[config.mk]
export PLATFORM = sky130hd
export DESIGN_NAME = logicnet_lut_neuron_pipe
export DESIGN_NICKNAME = d
export VERILOG_FILES = /design/src/rtl/logicnet_pkg.sv /design/src/rtl/logicnet_lut_ram.sv /design/src/rtl/logicnet_lut_neuron_pipe.sv
export SDC_FILE = /design/constraint.sdc
export NUM_CORES = 1
export LEC_CHECK = 0
export ABC_AREA = 0
export CAP_MARGIN = 20
export CORE_MARGIN = 1.5
export CORE_UTILIZATION = 40
export DETAILED_ROUTE_END_ITERATION = 8
export PLACE_DENSITY = 0.65
export SYNTH_ARGS = -nofsm -noshare
export SYNTH_HDL_FRONTEND = slang
export SYNTH_SLANG_ARGS = --single-unit
[constraint.sdc]
create_clock -name clk -period 4.1 [get_ports clk]
set_clock_uncertainty 0.1 [all_clocks]
set_input_delay 0.41 -clock clk [delete_from_list [all_inputs] [get_ports clk]]
set_output_delay 0.41 -clock clk [all_outputs]
set_load 0.02 [all_outputs]
[src/rtl/logicnet_pkg.sv]
`default_nettype none
// ============================================================================
// Module  : logicnet_pkg
// Purpose : Shared definitions for the LogicNet LUT neuron pipeline.
//           - state_t          : table-controller state (clear sweep / run)
//           - DEFAULT_CLR_VAL  : default value written to every table entry
//                                during the post-reset clear sweep
//           - lut_addr_w()     : table address width from neuron geometry
// Revision: 1.0  initial release
// ============================================================================
package logicnet_pkg;

  // Controller state. CLEAR sweeps the table after reset, RUN is the
  // operational state and is only left by reset.
  typedef enum logic [0:0] {
    ST_CLEAR = 1'b0,
    ST_RUN   = 1'b1
  } state_t;

  // Default clear value for every table entry.
  localparam int unsigned DEFAULT_CLR_VAL = 0;

  // The packed input vector is used directly as the table address, so the
  // address width is the total number of input bits of the neuron.
  function automatic int lut_addr_w(input int fan_in, input int in_bits);
    return fan_in * in_bits;
  endfunction

endpackage : logicnet_pkg
`default_nettype wire

[src/rtl/logicnet_lut_ram.sv]
`default_nettype none
// ============================================================================
// Module  : logicnet_lut_ram
// Purpose : Truth-table storage for one neuron. DEPTH x DATA_W distributed
//           RAM with one synchronous write port and two asynchronous read
//           ports (one for the lookup datapath, one for config readback).
//           Contents are not reset; the owner clears them after reset.
// Ports   :
//   clk      in   1        write clock (rising edge)
//   we       in   1        write enable
//   waddr    in   ADDR_W   write address
//   wdata    in   DATA_W   write data
//   raddr_a  in   ADDR_W   read port A address (lookup)
//   rdata_a  out  DATA_W   read port A data, combinational
//   raddr_b  in   ADDR_W   read port B address (config readback)
//   rdata_b  out  DATA_W   read port B data, combinational
// Revision: 1.0  initial release
// ============================================================================
module logicnet_lut_ram
  import logicnet_pkg::*;
#(
  parameter int ADDR_W = 6,
  parameter int DATA_W = 2
) (
  input  logic              clk,
  input  logic              we,
  input  logic [ADDR_W-1:0] waddr,
  input  logic [DATA_W-1:0] wdata,
  input  logic [ADDR_W-1:0] raddr_a,
  output logic [DATA_W-1:0] rdata_a,
  input  logic [ADDR_W-1:0] raddr_b,
  output logic [DATA_W-1:0] rdata_b
);

  localparam int DEPTH = 1 << ADDR_W;

  // Small, wide-fanout table with asynchronous reads: keep it in LUT RAM.
  (* ram_style = "distributed" *) logic [DATA_W-1:0] mem [DEPTH];

  always_ff @(posedge clk) begin
    if (we) begin
      mem[waddr] <= wdata;
    end
  end

  // Asynchronous reads see the contents before any write on the same edge,
  // which gives read-before-write behaviour to registered consumers.
  assign rdata_a = mem[raddr_a];
  assign rdata_b = mem[raddr_b];

endmodule : logicnet_lut_ram
`default_nettype wire

[src/rtl/logicnet_lut_neuron_pipe.sv]
`default_nettype none
// ============================================================================
// Module  : logicnet_lut_neuron_pipe
// Purpose : Pipelined LogicNet neuron. A run-time loadable truth table maps
//           the packed input activations to a quantised output activation
//           under a valid/ready stream handshake. After every reset the table
//           is swept to CLR_VAL (DEPTH cycles, busy high), then the block
//           runs until the next reset.
// Ports   :
//   clk        in   1         clock, rising edge
//   rst_n      in   1         synchronous active-low reset
//   in_valid   in   1         input vector valid
//   in_ready   out  1         input accepted this cycle (registered)
//   in_data    in   ADDR_W    {act[FAN_IN-1],...,act[0]} = table address
//   out_valid  out  1         output activation valid
//   out_ready  in   1         downstream accepts output
//   out_data   out  OUT_BITS  table[in_data], latency 1
//   cfg_we     in   1         table write strobe (ignored while busy)
//   cfg_addr   in   ADDR_W    table write / readback address
//   cfg_wdata  in   OUT_BITS  table write data
//   cfg_rdata  out  OUT_BITS  table[cfg_addr], registered, latency 1
//   busy       out  1         clear sweep in progress
// Revision: 1.0  initial release
// ============================================================================
module logicnet_lut_neuron_pipe
  import logicnet_pkg::*;
#(
  parameter  int          FAN_IN   = 3,
  parameter  int          IN_BITS  = 2,
  parameter  int          OUT_BITS = 2,
  parameter  int unsigned CLR_VAL  = DEFAULT_CLR_VAL,
  localparam int          ADDR_W   = lut_addr_w(FAN_IN, IN_BITS)
) (
  input  logic                clk,
  input  logic                rst_n,
  input  logic                in_valid,
  output logic                in_ready,
  input  logic [ADDR_W-1:0]   in_data,
  output logic                out_valid,
  input  logic                out_ready,
  output logic [OUT_BITS-1:0] out_data,
  input  logic                cfg_we,
  input  logic [ADDR_W-1:0]   cfg_addr,
  input  logic [OUT_BITS-1:0] cfg_wdata,
  output logic [OUT_BITS-1:0] cfg_rdata,
  output logic                busy
);

  localparam logic [OUT_BITS-1:0] CLR_WORD = OUT_BITS'(CLR_VAL);

  // --------------------------------------------------------------------------
  // State
  // --------------------------------------------------------------------------
  state_t                state;
  state_t                state_d;
  logic [ADDR_W-1:0]     clr_cnt;
  logic                  clr_last;

  logic                  skid_valid;
  logic                  skid_valid_d;
  logic [OUT_BITS-1:0]   skid_data;

  logic                  accept;
  logic                  main_free;

  logic                  ram_we;
  logic [ADDR_W-1:0]     ram_waddr;
  logic [OUT_BITS-1:0]   ram_wdata;
  logic [OUT_BITS-1:0]   lookup_data;
  logic [OUT_BITS-1:0]   cfg_rd;

  // --------------------------------------------------------------------------
  // Table storage
  // --------------------------------------------------------------------------
  // Clear sweep owns the write port while in CLEAR, so config writes are
  // dropped there. Writes are also held off while reset is asserted so a
  // reset cycle never disturbs the table mid-sweep.
  assign clr_last  = &clr_cnt;
  assign ram_we    = rst_n & ((state == ST_CLEAR) | cfg_we);
  assign ram_waddr = (state == ST_CLEAR) ? clr_cnt  : cfg_addr;
  assign ram_wdata = (state == ST_CLEAR) ? CLR_WORD : cfg_wdata;

  logicnet_lut_ram #(
    .ADDR_W (ADDR_W),
    .DATA_W (OUT_BITS)
  ) u_ram (
    .clk     (clk),
    .we      (ram_we),
    .waddr   (ram_waddr),
    .wdata   (ram_wdata),
    .raddr_a (in_data),
    .rdata_a (lookup_data),
    .raddr_b (cfg_addr),
    .rdata_b (cfg_rd)
  );

  // --------------------------------------------------------------------------
  // Next-state logic
  // --------------------------------------------------------------------------
  always_comb begin
    state_d = state;
    if (state == ST_CLEAR && clr_last) begin
      state_d = ST_RUN;
    end
  end

  // The output register can take a new word when it is empty or draining.
  assign accept    = in_valid & in_ready;
  assign main_free = ~out_valid | out_ready;

  // in_ready is low whenever the skid register is full, so an accept never
  // coincides with a full skid register. When the output register frees up,
  // any skid content moves into it and the skid register empties.
  always_comb begin
    skid_valid_d = skid_valid;
    if (main_free) begin
      skid_valid_d = 1'b0;
    end else if (accept) begin
      skid_valid_d = 1'b1;
    end
  end

  // --------------------------------------------------------------------------
  // Sequential logic: controller, clear counter, lookup and skid registers
  // --------------------------------------------------------------------------
  always_ff @(posedge clk) begin
    if (!rst_n) begin
      state      <= ST_CLEAR;
      clr_cnt    <= '0;
      busy       <= 1'b1;
      in_ready   <= 1'b0;
      out_valid  <= 1'b0;
      out_data   <= '0;
      skid_valid <= 1'b0;
      skid_data  <= '0;
      cfg_rdata  <= '0;
    end else begin
      state <= state_d;

      // Counter parks on the last address instead of wrapping.
      if (state == ST_CLEAR && !clr_last) begin
        clr_cnt <= clr_cnt + 1'b1;
      end

      busy <= (state_d == ST_CLEAR);

      // Registered ready: derived from next-state values only, so there is
      // no combinational path from out_ready to in_ready.
      in_ready <= (state_d == ST_RUN) & ~skid_valid_d;

      cfg_rdata <= cfg_rd;

      if (main_free) begin
        if (skid_valid) begin
          out_valid <= 1'b1;
          out_data  <= skid_data;
        end else if (accept) begin
          out_valid <= 1'b1;
          out_data  <= lookup_data;
        end else begin
          out_valid <= 1'b0;
        end
      end

      // Stalled output with a word arriving: park the lookup result.
      if (!main_free && accept) begin
        skid_data <= lookup_data;
      end

      skid_valid <= skid_valid_d;
    end
  end

endmodule : logicnet_lut_neuron_pipe
`default_nettype wire

# --- Word-level counts from Yosys, hierarchy flattened ---
# Memory sizes are Yosys's and may differ from the RTL's. A register that Yosys moved wholly into a read port is not among the register bits.
# Cells that the tools add are included.
word_totals:
  regBits: 15
  ramBits: 128
  output_inout_bits: 7
  wordCells: 39
  mem_count: 1
classes:
  n_addsub: 1
  mux: 11
  bitwise_logic: 9
  reduce_logical: 9
mem_list:
  columns: ["memory", "words", "width", "rd", "rd_ports_with_merged_regs", "write_ports", "line_no", "source"]
  rows:
  - ["u_ram.mem", 64, 2, 2, 1, 1, "logicnet_lut_ram.sv:38", "(* ram_style = \"distributed\" *) logic [DATA_W-1:0] mem [DEPTH];"]
ops:
  columns: ["op", "count"]
  rows:
  - ["$mux 1", 7]
  - ["$add 6x1->6 const B", 1]
  - ["$mux 2", 3]
  - ["$mux 6", 1]
  - ["$reduce_and 6->1", 1]
  - ["$not 1->1", 4]
  - ["$and 1x1->1", 3]
  - ["$logic_and 1x1->1", 3]
  - ["$logic_not 1->1", 3]
  - ["$or 1x1->1", 2]
  - ["$reduce_and 2->1", 1]
  - ["$reduce_bool 2->1", 1]

# --- Depth between registers and ports, before layout ---
# Gate-level depths: netlist of the first run.
logic_depth:
  depth_word: 5
  ltp_mapped: 7

# --- Cells and area by module ---
# A second synthesis of the first run with hierarchy kept.
hier_totals:
  cells_unflattened: 491
  area_unflattened_um2: 7282.0
by_module_without_submodules:
  columns: ["module", "n_inst", "cells_per_inst", "area_each_um2", "seq_area_each_um2"]
  rows:
  - ["logicnet_lut_ram", 1, 403, 6475.0, 3843.7]
  - ["logicnet_lut_neuron_pipe", 1, 88, 807.0, 340.3]

# --- Worst setup path after synthesis of the first run ---
# Ideal clock, no wire load.
synth_path:
  path_type: "register to register"
  start: "register state"
  end: "memory u_ram.mem[0][0], data pin"
  arrival_time_ns: 1.714
  slack_ns: 1.919
  stages_incl_launch_ff: 4
  path_buffers: 2
  path_cell_list: "dfxtp_1 clkbuf_1 clkbuf_1 and2_1"
synth_between:
  elab_chain_len: 1
synth_rtl:
  columns: ["element", "line_no", "source"]
  rows:
  - ["from (decl)", "logicnet_lut_neuron_pipe.sv:54", "state_t state;"]
  - ["from (signal assigned)", "logicnet_lut_neuron_pipe.sv:138", "state <= state_d;"]
  - ["$mux 2", "logicnet_lut_neuron_pipe.sv:81", "assign ram_wdata = (state == ST_CLEAR) ? CLR_WORD : cfg_wdata;"]
  - ["net ram_wdata[0]", "logicnet_lut_neuron_pipe.sv:68", "logic [OUT_BITS-1:0] ram_wdata;"]
  - ["to (decl)", "logicnet_lut_ram.sv:38", null]
# The timed path passes the listed nets, and every way through them passes these cells.

# --- Worst setup path in the final report of the first run ---
layout_path:
  start: "input in_data[0]"
  end: "register skid_data[1]"
layout_between:
  elab_chain_len: 1
layout_rtl:
  columns: ["element", "line_no", "source"]
  rows:
  - ["from (decl)", "logicnet_lut_neuron_pipe.sv:38", "input logic [ADDR_W-1:0] in_data,"]
  - ["$mem_v2 64x2", null, null]
  - ["to (signal assigned)", "logicnet_lut_neuron_pipe.sv:167", "skid_data <= lookup_data;"]
  - ["to (decl)", "logicnet_lut_neuron_pipe.sv:61", "logic [OUT_BITS-1:0] skid_data;"]
# Every way passes these cells.
# A chain may end at the register's enable or synchronous reset.

==> results.py, run 1 <==
metrics = {
    "min_path": {
        "hold_path.class": "flip-flop to flip-flop",
    },
    "timing": {
        "post-route-period-util_pct": 69.63,
        "worst_pin_slew_ps": 870.3,
        "tns_ps": 0,
        "final-hold-violation-count": 0,
        "period_needed_ps": 2855,
        "slew_violations": 0,
        "slew_headroom_pct": 41.77,
        "fmax_ghz": 0.3503,
        "setup_slack_ps": 1245,
        "setup_violations": 0,
        "rsz0062_at_grt": "false",
    },
    "pwr": {
        "vdd_drop_max_mv": 0.2830,
        "p_clk_share_pct": 43.6,
        "p_int_w": 0.002467,
        "powerDensity_nw_per_um2": 398.0,
        "swShare_pct": 23.28,
        "switchingPower_w": 0.0007487,
        "power.leakage_nw": 2.376,
        "p_comb_share_pct": 6.7,
        "p_seq_share_pct": 49.8,
    },
    "grt": {
        "overflow": 0,
        "grt_max_degree": 35,
        "grt_pass1_vias": 4459,
        "grt_use_total_pct": 21.01,
        "grt_pass1_wl_mm": 27.14,
        "antenna_found_initial": 0,
    },
    "synth": {
        "yosys.area.top_type": "edfxtp_1",
        "yosysWarnings": 0,
        "synthFlopType": "edfxtp_1",
        "async_reset_ff_share_pct": 0,
        "synthesis.area_um2": 7057,
        "synth.ff_latch_count": 145,
        "postSynthCellCount": 450,
        "synth_edf_count": 128,
        "synth_cell_types": 43,
        "yosysTopAreaCellShare_pct": 54.47,
        "post-synth-top-count-cell": "edfxtp_1",
        "ys_top_cells_by_count": "edfxtp_1, mux4_2, nor2_1, nand2_1, dfxtp_1",
        "ys_seq_area_share_pct": 59.29,
        "synth_area_leaders": "edfxtp_1, mux4_2, dfxtp_1",
        "synth_fp_nets": 470,
        "synth_area_per_cell_um2": 15.68,
    },
    "placed_design": {
        "port_buffers": 25,
        "routabilityCongestion": 0.8572,
        "place_ws_ps": 730.9,
        "place.detailed.hpwl_mm": 12.27,
        "place_area_um2": 7543,
    },
    "final_layout": {
        "areaGrowthSynthToFinish_pct": 14.50,
        "final_area_um2": 8080,
        "drive_above_1_share_pct": 23.72,
        "diodes": 0,
        "fillers": 1473,
        "seqCellArea_um2": 4184,
        "fin_nets": 496,
        "multi_input_area_um2": 2709,
    },
    "drt": {
        "drc": 0,
        "drt_iter0_drc": 527,
        "via_count": 4435,
        "wl_per_cell_um": 25.01,
        "routed_wirelength_mm": 17.86,
        "postRouteAntennaNets": 0,
        "vias_per_cell": 6.211,
        "first_pass_iters": 6,
    },
    "flow_run": {
        "max_cap_viol_count": 0,
    },
    "cts": {
        "max-clock-path-buffers": 2,
        "htree_levels": 4,
        "clock_latency_ps": 430,
        "cts_tree": "done",
        "cts_sinks": 145,
        "post-cts-setup-buffers": 0,
        "root_buffer": "clkbuf_16",
        "clkTransAtPathRegs_ps": 60,
        "cts_resized": 0,
        "cts_buffers": 17,
        "holdBufCountCts": 0,
    },
    "die": {
        "die_h_um": 135.8,
        "io_pins": 26,
        "core-area_um2": 17300,
        "rows": 48,
        "die_w_um": 135.8,
        "start_util_pct": 40.80,
        "die_area_um2": 18450,
    },
    "worst_setup_path": {
        "worstSetupPathType": "input port to flip-flop",
        "crit_required_ps": 4290,
        "endpoint_kind": "flip-flop",
        "startpoint_type": "input port",
        "r2r_setup_slack_ps": 1400,
        "crit_arrival_ps": 3040,
        "critPathMaxFanout": 17,
    },
    "status": {
        "status": "complete, no violations",
    },
}
-- metal layers --
layer / wire (um) / up-vias / track usage [%]
met5: 0 / - / 0
met4: 548 / 0 / 8.961
met3: 1623 / 40 / 5.742
met2: 8235 / 253 / 31.87
met1: 7452 / 2278 / 28.60
li1: - / 1864 / -
-- critical path: stages --
cell	delay (ps)
buf_2	520
buf_4	440
mux4_2	570
a22oi_1	230
a21oi_1	140
nor4_1	580
o22ai_1	150
-- registers in the layout, summed over array words and instances (netlist names) --
register    cells
in_ready        1
state           1
skid_data       2
out_valid       1
cfg_rdata       2
skid_valid      1
out_data        2
clr_cnt         6
busy            1
u_ram.mem     128
-- metrics by stage --
step,utilization (%),hold slack [ps],total power (W),instances
finish,46.72,379.0,0.003216,714
global route,46.72,401.4,0.003314,714
CTS,46.72,375.4,0.003227,714
detailed placement,43.61,364.1,0.001844,682
global placement,43.38,354.7,0.001841,680
floorplan,-,342.1,0.001774,450
-- power by group through the flow --
stage | registers [W] | logic (W) | clock network [W]
floorplan | 0.00163 | 0.000144 | 0
global placement | 0.00163 | 0.000210 | 0
detailed placement | 0.00163 | 0.000214 | 0
CTS | 0.00160 | 0.000215 | 0.00141
global route | 0.00160 | 0.000229 | 0.00148
finish | 0.00160 | 0.000215 | 0.00140
-- placed cells by master, fill, tap and decap left out, types with 4 or more instances in the layout --
master / instances
nor2_1: 69
clkdlybuf4s50_1: 23
clkbuf_16: 17
nand2_1: 29
o21ai_0: 6
nand2b_1: 6
a21oi_1: 9
inv_1: 5
and2_1: 7
dfxtp_1: 17
mux4_2: 72
mux2i_1: 6
a22oi_1: 16
buf_4: 4
clkinvlp_4: 5
nor2b_1: 4
inv_6: 4
nand3_1: 5
buf_12: 4
o22ai_1: 4
edfxtp_1: 128
-- worst paths after layout --
| check | from | end | cells past startpoint |
|---|---|---|---|
| worst max-delay path | in_data[0] | skid_data[1] | 7 |
| worst min-delay path | skid_data[1] | skid_data[1] | 2 |
| worst max register to register | state | u_ram.mem[21][0] | 5 |
| worst min register to register | skid_data[1] | skid_data[1] | 2 |
-- layout make-up --
type / count / share of cell area [%]
clock inverters: 15 / 1.378
well taps: 225 / 3.484
flip-flops and latches: 145 / 51.78
inverters: 5 / 0.2323
clock buffers: 17 / 5.265
multi-input cells: 274 / 33.52
repair buffers: 33 / 4.336
-- logic make-up (layout without fill, tap and decap cells) --
| logic type | after synthesis | in the layout | synth area share (%) |
|---|---|---|---|
| simple gates | 137 | 137 | 8.706 |
| buf+inv | 31 | 70 | 2.358 |
| xor+xnor | 4 | 4 | 0.4965 |
| mux | 79 | 79 | 23.99 |
| compound gates | 53 | 53 | 4.982 |
| flops | 145 | 145 | 59.29 |
| fa+ha+maj | 1 | 1 | 0.1773 |
Note: power is estimated with default switching activity, not from simulation.
==> inputs of run 2 (changes only) <==
==> constraint.sdc (replaced) <==
create_clock -name clk -period 2.9 [get_ports clk]
set_clock_uncertainty 0.1 [all_clocks]
set_input_delay 0.29 -clock clk [delete_from_list [all_inputs] [get_ports clk]]
set_output_delay 0.29 -clock clk [all_outputs]
set_load 0.02 [all_outputs]
==> run 2 against run 1 <==
  * Via count down 0.23%
  * Flip-flop and latch count unchanged
  * Sequential power up 41%
  * Critical path type unchanged
  * Highest routed layer unchanged
==> results.py, run 2 (synthesis gave the netlist of run 1 again) <==
metrics = {
    "worst_setup_path": {
        "r2r-end": "u_ram.mem[60][1]",
        "crit_path_cell_trace": "clkdlybuf4s50_1 -> buf_12 -> mux4_2 -> a22oi_1 -> a21oi_1 -> nor4_1 -> o22ai_1",
        "cp_slowest_cell": "nor4_1",
        "rr_worst_depth": 5,
        "crit_buf_inv": 2,
        "critPathMaxFanout": 32,
        "endpoint_kind": "flip-flop",
        "r2r_setup_slack_ps": 670,
        "max_stage_delay_ps": 530,
        "crit_arrival_ps": 2450,
        "crit_required_ps": 3080,
        "startpoint_type": "input port",
        "r2r_start": "state",
        "worstSetupPathType": "input port to flip-flop",
        "path_delay_family": "buffers and inverters",
    },
    "die": {
        "core-area_um2": 17300,
        "start_util_pct": 40.80,
        "io_pins": 26,
        "die_area_um2": 18450,
        "die_h_um": 135.8,
        "rows": 48,
        "die_w_um": 135.8,
    },
    "timing": {
        "worst_pin_slew_ps": 770.8,
        "fmax_ghz": 0.4401,
        "period_needed_ps": 2272,
        "setup_slack_ps": 627.9,
        "final-hold-violation-count": 0,
        "rsz0062_at_grt": "false",
        "post-route-period-util_pct": 78.35,
        "slew_violations": 0,
        "setup_violations": 0,
        "tns_ps": 0,
        "slew_headroom_pct": 48.62,
    },
    "min_path": {
        "min_to": "skid_data[0]",
        "hold_path.class": "flip-flop to flip-flop",
        "min_path_cells": 2,
        "hold_start": "skid_data[0]",
    },
    "cts": {
        "cts_tree": "done",
        "clock_latency_ps": 430,
        "root_buffer": "clkbuf_16",
        "cts_buffers": 17,
        "cts_sinks": 145,
        "htree_levels": 4,
        "holdBufCountCts": 0,
        "max-clock-path-buffers": 2,
        "cts_resized": 0,
        "clkTransAtPathRegs_ps": 60,
        "post-cts-setup-buffers": 0,
    },
    "placed_design": {
        "port_buffers": 25,
        "routabilityCongestion": 0.8522,
        "dp_cells": 691,
        "place_ws_ps": 247.6,
        "place_area_um2": 7624,
        "place.detailed.hpwl_mm": 11.68,
    },
    "final_layout": {
        "drive_above_1_share_pct": 24.55,
        "largest_reg_flops": 128,
        "final_common_cell": "edfxtp_1",
        "diodes": 0,
        "top_regs": "u_ram.mem x128, clr_cnt x6",
        "seqCellArea_um2": 4184,
        "instances_no_fill": 722,
        "areaGrowthSynthToFinish_pct": 15.34,
        "fin_nets": 505,
        "mostFrequentLayoutCells": "edfxtp_1, mux4_2, nor2_1, nand2_1, clkdlybuf4s50_1",
        "multi_input_area_um2": 2709,
        "final_area_um2": 8139,
        "fillers": 1459,
        "largest_register": "u_ram.mem",
    },
    "pwr": {
        "p_total_w": 0.004483,
        "p_clk_share_pct": 42.6,
        "p_int_w": 0.003477,
        "p_comb_share_pct": 7.0,
        "switchingPower_w": 0.001006,
        "power.leakage_nw": 2.441,
        "swShare_pct": 22.43,
        "vdd_drop_max_mv": 0.4757,
        "powerDensity_nw_per_um2": 550.8,
        "p_seq_share_pct": 50.4,
    },
    "status": {
        "status": "complete, no violations",
    },
    "drt": {
        "via_count": 4425,
        "drc": 0,
        "routed_wirelength_mm": 17.60,
        "postRouteAntennaNets": 0,
        "first_pass_iters": 5,
        "drt_iter0_drc": 589,
        "vias_per_cell": 6.129,
        "wl_per_cell_um": 24.38,
    },
    "grt": {
        "grt_use_total_pct": 20.37,
        "antenna_found_initial": 0,
        "grt_pass1_wl_mm": 26.50,
        "grt_pass1_vias": 4383,
        "overflow": 0,
        "grt_max_degree": 65,
    },
    "flow_run": {
        "max_cap_viol_count": 0,
    },
}
[run 2: cell types whose count changed in the layout (fill, tap and decap cells not counted), sizes merged]
cell / delta
buf: +9
clkinv: +1
clkinvlp: -1
inv: -1
[run 2: worst reg2reg max path, delay by kind of cell, from the launching register on]
kind	cells	cell delay, ps
AO/OA/AOI/OAI	1	390
AND/OR/NAND/NOR	3	850
buffers and inverters	1	250
flip-flops	1	330
[run 2: layer usage]
layer  up-vias  track usage, %  routed length [um]
met4         0           9.618                 567
met5         -               0                   0
met2       264           30.88                8298
met1      2245           27.24                7035
met3        37           5.779                1698
li1       1879               -                   -
[run 2: worst max path at each step]
| stage | startpoint | end | slack, ps | cells after the start |
|---|---|---|---|---|
| 3_3_place_gp | in_data[2] | skid_data[0] | 330 | 7 |
| 3_5_place_dp | in_data[2] | skid_data[0] | 250 | 7 |
| 4_1_cts | in_data[2] | skid_data[0] | 690 | 7 |
| 5_1_grt | state | u_ram.mem[60][0] | 500 | 5 |
| 2_1_floorplan | state | u_ram.mem[0][0] | 720 | 3 |
| 6_report | in_data[2] | skid_data[0] | 630 | 7 |
[run 2: cell type report]
class | instances | area share, %
clock buffers | 17 | 5.227
clock inverters | 14 | 1.107
inverters | 5 | 0.2306
multi-input cells | 274 | 33.28
flip-flops and latches | 145 | 51.41
well taps | 225 | 3.459
repair buffers | 42 | 5.288
[run 2: metrics by stage]
stage,hold slack (ps),utilization [%]
after floorplan,342.1,-
after global placement,355.2,44.08
after detailed placement,363.8,44.08
after CTS,371.6,47.06
after global routing,410.8,47.06
final,372.7,47.06
[run 2: power groups by stage]
stage | logic, W | clock network, W | registers [W]
finish | 0.000314 | 0.00191 | 0.00226
global route | 0.000332 | 0.00201 | 0.00226
CTS | 0.000312 | 0.00193 | 0.00226
detailed placement | 0.000310 | 0 | 0.00230
global placement | 0.000306 | 0 | 0.00230
floorplan | 0.000201 | 0 | 0.00230
==> inputs of run 3 (changes only) <==
--- a/config.mk
+++ b/config.mk
@@ -10,7 +10,7 @@
 export CORE_MARGIN = 1.5
 export CORE_UTILIZATION = 40
 export DETAILED_ROUTE_END_ITERATION = 8
-export PLACE_DENSITY = 0.65
+export PLACE_DENSITY = 0.67
 export SYNTH_ARGS = -nofsm -noshare
 export SYNTH_HDL_FRONTEND = slang
 export SYNTH_SLANG_ARGS = --single-unit
==> constraint.sdc (replaced) <==
create_clock -name clk -period 1.95 [get_ports clk]
set_clock_uncertainty 0.1 [all_clocks]
set_input_delay 0.195 -clock clk [delete_from_list [all_inputs] [get_ports clk]]
set_output_delay 0.195 -clock clk [all_outputs]
set_load 0.02 [all_outputs]
==> run 3 against run 2 <==
  * The run now ends with negative setup slack left
  * Via count is 2.6% higher
  * Combinational power up 59%
  * Register-to-register slack got worse by 730 ps
  * Worst hold slack better by 1.5 ps
  * Clock power grew 77%
  * Die area unchanged
  * Sequential share of layout area is 2.7 points lower
  * Critical endpoint is now skid_data[1]
==> results.py, run 3 (synthesis gave the netlist of run 1 again) <==
metrics = {
    "pwr": {
        "power.leakage_nw": 2.699,
        "p_total_w": 0.007255,
        "powerDensity_nw_per_um2": 843.9,
        "vdd_drop_max_mv": 0.5615,
    },
    "placed_design": {
        "routabilityCongestion": 0.8975,
        "place.detailed.hpwl_mm": 12.13,
        "port_buffers": 25,
    },
    "timing": {
        "setup_slack_ps": -60.07,
        "slew_headroom_pct": 51.88,
        "rsz0062_at_grt": "true",
        "period_needed_ps": 2010,
        "setup_violations": 5,
        "fmax_ghz": 0.4975,
        "post-route-period-util_pct": 103.1,
        "worst_pin_slew_ps": 720.4,
        "final-hold-violation-count": 0,
        "whs_ps": 374.2,
        "slew_violations": 0,
    },
    "final_layout": {
        "areaGrowthSynthToFinish_pct": 21.83,
        "fillers": 1429,
        "fin_nets": 539,
        "drive_above_1_share_pct": 34.40,
        "mostFrequentLayoutCells": "edfxtp_1, mux4_2, nor2_1, buf_4, nand2_1",
        "diodes": 0,
        "top_regs": "u_ram.mem x128, clr_cnt x6",
        "final_common_cell": "edfxtp_1",
        "largest_register": "u_ram.mem",
        "largest_reg_flops": 128,
    },
    "worst_setup_path": {
        "r2r_setup_slack_ps": -60,
        "startpoint_type": "flip-flop",
        "endpoint": "skid_data[1]",
        "crit_path_cell_trace": "mux4_2 -> a22oi_2 -> a21oi_2 -> nor4_2 -> buf_4 -> o22ai_1",
        "r2r_start": "u_ram.mem[26][1]",
        "critPathLaunch": "u_ram.mem[26][1]",
        "endpoint_kind": "flip-flop",
        "crit_required_ps": 2150,
        "rr_worst_depth": 6,
        "max_stage_delay_ps": 520,
        "critPathMaxFanout": 2,
        "cp_slowest_cell": "mux4_2",
        "crit_arrival_ps": 2210,
        "worstSetupPathType": "flip-flop to flip-flop",
        "r2r-end": "skid_data[1]",
    },
    "die": {
        "core-area_um2": 17300,
        "die_h_um": 135.8,
        "io_pins": 26,
        "die_w_um": 135.8,
        "rows": 48,
        "start_util_pct": 40.80,
        "die_area_um2": 18450,
    },
    "cts": {
        "cts_buffers": 17,
        "cts_sinks": 145,
        "max-clock-path-buffers": 2,
        "clock_latency_ps": 430,
        "htree_levels": 4,
        "cts_tree": "done",
        "root_buffer": "clkbuf_16",
        "clkTransAtPathRegs_ps": 60,
        "holdBufCountCts": 0,
    },
    "drt": {
        "drt_iter0_drc": 480,
        "first_pass_iters": 5,
        "routed_wirelength_mm": 17.49,
        "postRouteAntennaNets": 0,
        "via_count": 4538,
        "drc": 0,
        "vias_per_cell": 5.995,
        "wl_per_cell_um": 23.10,
    },
    "grt": {
        "grt_pass1_vias": 4607,
        "antenna_found_initial": 0,
        "grt_max_degree": 65,
        "grt_use_met1_pct": 27.74,
        "grt_use_total_pct": 20.77,
        "grt_pass1_wl_mm": 27.41,
        "grt.busiest_layer": "met2",
        "overflow": 0,
        "globalRouteMet2Util_pct": 31.81,
        "gr-usage-met3_pct": 6.115,
    },
    "status": {
        "status": "finished, violations left",
        "failed_checks": "negative setup slack",
    },
    "min_path": {
        "hold_path.class": "flip-flop to flip-flop",
    },
    "flow_run": {
        "max_cap_viol_count": 0,
    },
}
[run 3: power breakdown]
| part | internal (W) | switching, W | total (W) | leakage (nW) |
|---|---|---|---|---|
| sequential | 0.00335 | 0.0000161 | 0.00336 | 1.25 |
| clock | 0.00214 | 0.00126 | 0.00339 | 0.296 |
| combinational | 0.000253 | 0.000247 | 0.000500 | 1.15 |
| total | 0.00574 | 0.00152 | 0.00726 | 2.70 |
[run 3: final cells by class]
type	count	area, um^2	area share (%)
Sequential cell	145	4185	48.68
Multi-Input combinational cell	274	2805	32.63
Tap cell	225	281.5	3.275
Clock buffer	18	429.2	4.992
Inverter	5	18.77	0.2183
Clock inverter	14	187.7	2.183
Timing Repair Buffer	76	689.4	8.019
[run 3: per-layer routing]
layer	wire length, um	vias up
met5	0	-
met4	554	0
met3	1515	43
met2	8311	272
met1	7107	2274
li1	-	1949
[run 3: worst max-delay path, delay by kind of cell (launching register included)]
family	cells	cell delay, ps
muxes	1	520
DFF	1	410
AOI/OAI and AO/OA	3	350
and+or+nand+nor	1	340
buffers and inverters	1	170
[run 3: worst min-delay path by stage]
stage,startpoint,endpoint,slack [ps],cells past startpoint
after floorplan,cfg_addr[4],cfg_rdata[1],270,2
after global placement,skid_data[0],skid_data[0],350,2
after detailed placement,skid_data[1],skid_data[1],360,2
after CTS,skid_data[1],skid_data[1],370,2
after global routing,skid_data[1],skid_data[1],390,2
final,skid_data[1],skid_data[1],370,2
[run 3: timing repair]
item / CTS / global route
resized for setup: 11 / 15
cloned: 0 / 0
pin swaps: 6 / 8
buffers inserted: 2 / 0
endpoints found under the setup margin: 29 / 78
[run 3: stage by stage]
stage	std cells	setup TNS (ps)	setup slack, ps	util, %	instance area [um^2]
final	757	-184.9	-60.07	49.70	8597
after global routing	757	-596.2	-134.7	49.70	8597
after CTS	757	-195.6	-67.70	49.36	8538
after detailed placement	723	-23860	-587.1	45.46	7864
after global placement	723	-22180	-616.2	45.46	7864
after floorplan	450	0	6.077	-	7077
